==> src/rtl/muldiv_sequencer.sv <==
// muldiv_sequencer: 32-step shift-add multiply / restoring divide controller owning HI/LO
module muldiv_sequencer #(
    parameter int WIDTH = 32
) (
    input  logic             clk,
    input  logic             reset,
    input  logic             start,
    input  logic [1:0]       op,
    input  logic             sign,
    input  logic             abort,
    input  logic [WIDTH-1:0] A,
    input  logic [WIDTH-1:0] B,
    output logic             ready,
    output logic             busy,
    output logic             done,
    output logic             div_by_zero,
    output logic [WIDTH-1:0] outHI,
    output logic [WIDTH-1:0] outLO
);
    localparam int CW = $clog2(WIDTH) + 1;
    typedef enum logic [1:0] {IDLE, CALC, ADJ} stateT;
    stateT state, nextState;
    logic [CW-1:0] count;
    logic [2*WIDTH-1:0] work, product;
    logic [WIDTH-1:0] aMag, bMag, aRaw, aIn, bIn, quot, rem;
    logic aNeg, bNeg, isDiv, zeroDiv, accept, lastStep;
    logic [WIDTH:0] addSum, trial;
    assign ready = state == IDLE;
    assign busy = ~ready;
    assign accept = start & ready & ~abort;
    assign lastStep = count == CW'(WIDTH - 1);
    assign aIn = (sign & A[WIDTH-1]) ? -A : A;
    assign bIn = (sign & B[WIDTH-1]) ? -B : B;
    assign addSum = {1'b0, work[2*WIDTH-1:WIDTH]} + (work[0] ? {1'b0, aMag} : '0);
    // remainder window includes the bit just shifted up, so it can exceed WIDTH bits
    assign trial = work[2*WIDTH-1:WIDTH-1] - {1'b0, bMag};
    assign product = (aNeg ^ bNeg) ? -work : work;
    assign quot = (aNeg ^ bNeg) ? -work[WIDTH-1:0] : work[WIDTH-1:0];
    assign rem = aNeg ? -work[2*WIDTH-1:WIDTH] : work[2*WIDTH-1:WIDTH];
    always_comb begin
        nextState = state;
        nextState = abort ? IDLE :
                    (state == IDLE && accept && !op[1]) ? CALC :
                    (state == CALC && lastStep) ? ADJ :
                    (state == ADJ) ? IDLE : state;
    end
    always_ff @(posedge clk or posedge reset) begin
        if (reset) state <= IDLE;
        else state <= nextState;
    end
    always_ff @(posedge clk or posedge reset) begin
        if (reset) begin
            count <= '0;
            work <= '0;
            aMag <= '0;
            bMag <= '0;
            aRaw <= '0;
            aNeg <= 1'b0;
            bNeg <= 1'b0;
            isDiv <= 1'b0;
            zeroDiv <= 1'b0;
            done <= 1'b0;
            div_by_zero <= 1'b0;
            outHI <= '0;
            outLO <= '0;
        end else begin
            done <= 1'b0;
            if (accept) begin
                div_by_zero <= 1'b0;
                if (op == 2'b10) outHI <= A;
                else if (op == 2'b11) outLO <= A;
                else begin
                    aNeg <= sign & A[WIDTH-1];
                    bNeg <= sign & B[WIDTH-1];
                    aMag <= aIn;
                    bMag <= bIn;
                    aRaw <= A;
                    isDiv <= op[0];
                    zeroDiv <= B == '0;
                    work <= {{WIDTH{1'b0}}, op[0] ? aIn : bIn};
                    count <= '0;
                end
            end else if (state == CALC && !abort) begin
                count <= count + 1'b1;
                if (isDiv) work <= trial[WIDTH] ? {work[2*WIDTH-2:0], 1'b0}
                                                : {trial[WIDTH-1:0], work[WIDTH-2:0], 1'b1};
                else work <= {addSum, work[WIDTH-1:1]};
            end else if (state == ADJ && !abort) begin
                done <= 1'b1;
                if (isDiv) begin
                    outHI <= zeroDiv ? aRaw : rem;
                    outLO <= zeroDiv ? '1 : quot;
                    div_by_zero <= zeroDiv;
                end else {outHI, outLO} <= product;
            end
        end
    end
endmodule

==> config.mk <==
export PLATFORM = sky130hd
export DESIGN_NAME = muldiv_sequencer
export DESIGN_NICKNAME = d
export VERILOG_FILES = /design/src/rtl/muldiv_sequencer.sv
export SDC_FILE = /design/constraint.sdc
export NUM_CORES = 1
export LEC_CHECK = 0
export BUFFER_PORTS_ARGS = -buffer_cell sky130_fd_sc_hd__buf_2
export CORE_MARGIN = 3
export CORE_UTILIZATION = 25
export CTS_CLUSTER_DIAMETER = 150
export DETAILED_ROUTE_END_ITERATION = 8
export GPL_TIMING_DRIVEN = 0
export PLACE_DENSITY_LB_ADDON = 0.12
export SLEW_MARGIN = 20
export SYNTH_ARGS = -nofsm -noshare
export SYNTH_HDL_FRONTEND = slang
export SYNTH_SLANG_ARGS = --single-unit
==> constraint.sdc <==
create_clock -name clk -period 21.1 [get_ports clk]
set_clock_uncertainty 0.05 [all_clocks]
set_input_delay 3.165 -clock clk [delete_from_list [all_inputs] [get_ports clk]]
set_output_delay 3.165 -clock clk [all_outputs]
set_load 0.01 [all_outputs]
==> out/summary.log <==
[status] result of the run finished clean
[sta] max-slew violations 0
[placed_design] total cell area at the placement stage 19900 µm²
[sta] Final Cycle Share 28.9%
[sta] total negative setup slack 0 ns
[synthesis] count of flip-flops with a built-in enable after synthesis 0
[final_layout] Sequential Area 5930 µm²
[floorplan] Die X-Extent 274 µm
[power_and_ir_drop] power share of the sequential group 26.4%
[worst_setup_path] critical path capture point type register
[drt] number of DRC markers after the initial detailed-route iteration 1636
[drt] Vias/cell 5.51
[power_and_ir_drop] power density over the cells 137 nW/µm²
[power_and_ir_drop] Logic pwr share 52.5%
[floorplan] starting density of the core 25.4%
[final_layout] fill cell total of the finished layout 7722
[global_routing] global router's overall resource usage 24.6%
[synthesis] Unique masters post-synth 74
[sta] slew at the pin closest to its max-slew limit 1.18 ns
[floorplan] die height 274 µm
[run] max-cap check violation count 0
[placed_design] routability congestion estimate from global placement 0.952
[placed_design] placed wire-length estimate 74.9 mm
[worst_setup_path] launch point of the worst path B[7]
[synthesis] Synth async-reset ratio 100%
[synthesis] average instance area after synthesis 7.95 µm²
[sta] number of failing setup endpoints in the final timing report 0
[sta] Highest Clock Rate 164 MHz
[min_path] Hold/Removal Path Class register to register
[clock_tree] root buffer cell sky130_fd_sc_hd__clkbuf_16
[sta] final number of hold-violating endpoints 0
[final_layout] multi-input logic area 11200 µm²
[final_layout] area of all placed cells without fillers 21000 µm²
[clock_tree] cts hold-fix bufs 0
[clock_tree] post-CTS setup buffer count 0
[sta] unrepaired setup endpoints after global routing false
[floorplan] total I/O pin count 139
[floorplan] Total Die Area 75200 µm²
[worst_setup_path] peak fanout along the critical path 6
[drt] vias 18.7k
[final_layout] most common library cell in the layout ignoring fill and taps sky130_fd_sc_hd__nand2_1
[drt] number of design rule violations left after detail routing 0
[worst_setup_path] Data arrival, critical path 6.46 ns
[drt] Total Wirelength 94.1 mm
[clock_tree] clock tree from TritonCTS built
[synthesis] sequential element share of the synthesized area 33.0%
[clock_tree] post-cts sizing count 0
[clock_tree] worst skew pair latency 0.56 ns
[worst_setup_path] required time of the critical path 21.46 ns
[clock_tree] H-Tree Level Count 2
[power_and_ir_drop] total internal power 0.00150 W
[synthesis] Yosys Warn Count 0
[sta] slew margin rel. 21.6%
[global_routing] initial antenna violation count 4
[clock_tree] clock-pin slew on the worst setup and hold paths 0.06 ns
[final_layout] post-synthesis to final-layout area growth 17.0%
[clock_tree] clock buffer depth 3
[final_layout] post-layout net count 2570
[global_routing] largest net degree at the start of global routing 91
[sta] post-layout min period 6.11 ns
[clock_tree] CTS sink count 237
[global_routing] remaining global-route overflow 0
[drt] post-DR wirelength/cell 27.8 µm
[drt] total iterations of the first detailed-routing run 6
[synthesis] top_reg_cell synth sky130_fd_sc_hd__dfrtp_1
[min_path] worst hold path startpoint aMag[25]
[power_and_ir_drop] net switching power 0.00138 W
[final_layout] fraction of final layout cells with drive strength greater than 1 9.51%
[power_and_ir_drop] Static Leakage 9.20 nW
[placed_design] count of input and output buffers 126
[synthesis] post-synthesis sequential element count 237
[drt] number of nets with antenna violations after routing 0
[synthesis] synthesized netlist cell count 2262
[floorplan] floorplan core area 70600 µm²
[synthesis] netlist area before placement 18000 µm²
[synthesis] number of nets in the synthesized netlist 2404
[global_routing] vias in the first global route 18.0k
[power_and_ir_drop] IR drop worst, VDD 61.8 µV
[worst_setup_path] startpoint type of the worst setup path input port
[power_and_ir_drop] switching part of the total power 47.9%
[final_layout] most frequent cells in the layout sky130_fd_sc_hd__nand2_1 (321), sky130_fd_sc_hd__dfrtp_1 (237), sky130_fd_sc_hd__o21ai_0 (217)
[power_and_ir_drop] clock network fraction of total power 21.1%
[worst_setup_path] startpoint of the worst-slack reg-to-reg timing path work[31]
[worst_setup_path] CP Class input port to register
[clock_tree] clock buffers created by TritonCTS 35
[global_routing] wire length of the first global-routing pass 134 mm
[floorplan] Row Count 97
critical path, stage by stage:
cell                       delay [ns]
sky130_fd_sc_hd__buf_2           0.12
sky130_fd_sc_hd__or4_1           0.56
sky130_fd_sc_hd__or4_1           0.62
sky130_fd_sc_hd__nor3_2          0.44
sky130_fd_sc_hd__nand3_1         0.35
sky130_fd_sc_hd__o41ai_1         0.48
sky130_fd_sc_hd__xor2_1          0.36
sky130_fd_sc_hd__mux2_2          0.24
sky130_fd_sc_hd__o221ai_1        0.11
sequential cells by signal, summed over array words and instances (netlist names):
signal and count:
aRaw 31, state 2, bNeg 1, outHI 32, aMag 32, div_by_zero 1
zeroDiv 1, done 1, aNeg 1, outLO 32, count 6, work 64
isDiv 1, bMag 32
cell type report:
| class | instances | share of cell area, % |
|---|---|---|
| multi-input cells | 1799 | 53.2 |
| flip-flops and latches | 237 | 28.2 |
| well taps | 940 | 5.59 |
| clock buffers | 46 | 4.80 |
| repair buffers | 129 | 3.30 |
| plain buffers | 154 | 2.88 |
| inverters | 72 | 1.32 |
| clock inverters | 12 | 0.702 |
| diodes | 3 | 0.0357 |
logic make-up (layout without fill, tap and decap cells):
group | count (synthesis) | in the layout | synth area share, %
AND/OR/NAND/NOR | 791 | 791 | 20.4
AO/OA/AOI/OAI | 672 | 672 | 23.1
flip-flops | 237 | 237 | 33.0
buffers and inverters | 226 | 413 | 4.87
XOR/XNOR | 177 | 177 | 8.62
multiplexers | 88 | 88 | 4.98
adder cells (fa/ha/maj) | 71 | 71 | 5.03
other | 0 | 3 | 0
through the flow:
step / total power (W) / std cells / utilization [%] / hold WS, ns / setup WS [ns]
2_1_floorplan: 0.00168 / 2262 / - / 0.390 / 11.38
3_5_place_dp: 0.00225 / 3331 / 28.1 / 0.408 / 14.42
3_3_place_gp: 0.00225 / 3328 / 28.0 / 0.408 / 7.67
5_1_grt: 0.00306 / 3389 / 29.8 / 0.449 / 14.85
6_report: 0.00288 / 3392 / 29.8 / 0.418 / 14.99
4_1_cts: 0.00287 / 3389 / 29.8 / 0.422 / 15.01
power groups by stage:
stage | clock, W | sequential, W | combinational (W)
6_report | 0.000608 | 0.000760 | 0.00151
5_1_grt | 0.000639 | 0.000771 | 0.00165
3_3_place_gp | 0 | 0.000764 | 0.00148
4_1_cts | 0.000622 | 0.000757 | 0.00150
3_5_place_dp | 0 | 0.000764 | 0.00149
2_1_floorplan | 0 | 0.000696 | 0.000987
cells in the mapped netlist (13+ instances only):
cell	instances	area share [%]
sky130_fd_sc_hd__clkbuf_1	127	2.7
sky130_fd_sc_hd__mux2i_1	76	4.2
sky130_fd_sc_hd__o211ai_1	23	0.96
sky130_fd_sc_hd__o22ai_1	36	1.3
sky130_fd_sc_hd__a31oi_1	28	0.97
sky130_fd_sc_hd__inv_1	72	1.5
sky130_fd_sc_hd__nand3_1	58	1.6
sky130_fd_sc_hd__a21o_1	28	1.2
sky130_fd_sc_hd__o221ai_1	18	0.88
sky130_fd_sc_hd__xor2_1	67	3.3
sky130_fd_sc_hd__nor3_1	55	1.5
sky130_fd_sc_hd__o21ai_0	217	6.0
sky130_fd_sc_hd__or3_1	29	1.0
sky130_fd_sc_hd__nand2_1	321	6.7
sky130_fd_sc_hd__ha_1	69	4.8
sky130_fd_sc_hd__o31ai_1	21	0.88
sky130_fd_sc_hd__nor4_1	14	0.49
sky130_fd_sc_hd__and2_1	45	1.6
sky130_fd_sc_hd__a211oi_1	13	0.54
sky130_fd_sc_hd__buf_1	16	0.33
sky130_fd_sc_hd__a22oi_1	21	0.88
sky130_fd_sc_hd__a221o_1	18	1.0
sky130_fd_sc_hd__and3_1	16	0.56
sky130_fd_sc_hd__a21oi_1	166	4.6
sky130_fd_sc_hd__dfrtp_1	237	33
sky130_fd_sc_hd__xnor2_1	110	5.4
sky130_fd_sc_hd__nor2_1	172	3.6
metal layers:
layer,track usage [%],wire (µm)
met1,34.7,43100
met2,39.4,43200
met3,3.40,5660
met4,6.57,2160
met5,0,11
path summary, 6_finish.rpt:
check,end,slack [ns],depth (start not counted)
max,work[29],14.99,9
min,aMag[25],0.42,2
max reg2reg,work[55],15.70,13
min reg2reg,aMag[25],0.42,2
max in group asynchronous,work[57],17.51,3
min in group asynchronous,outLO[13],2.58,2
Note: power is estimated with default switching activity, not from simulation.
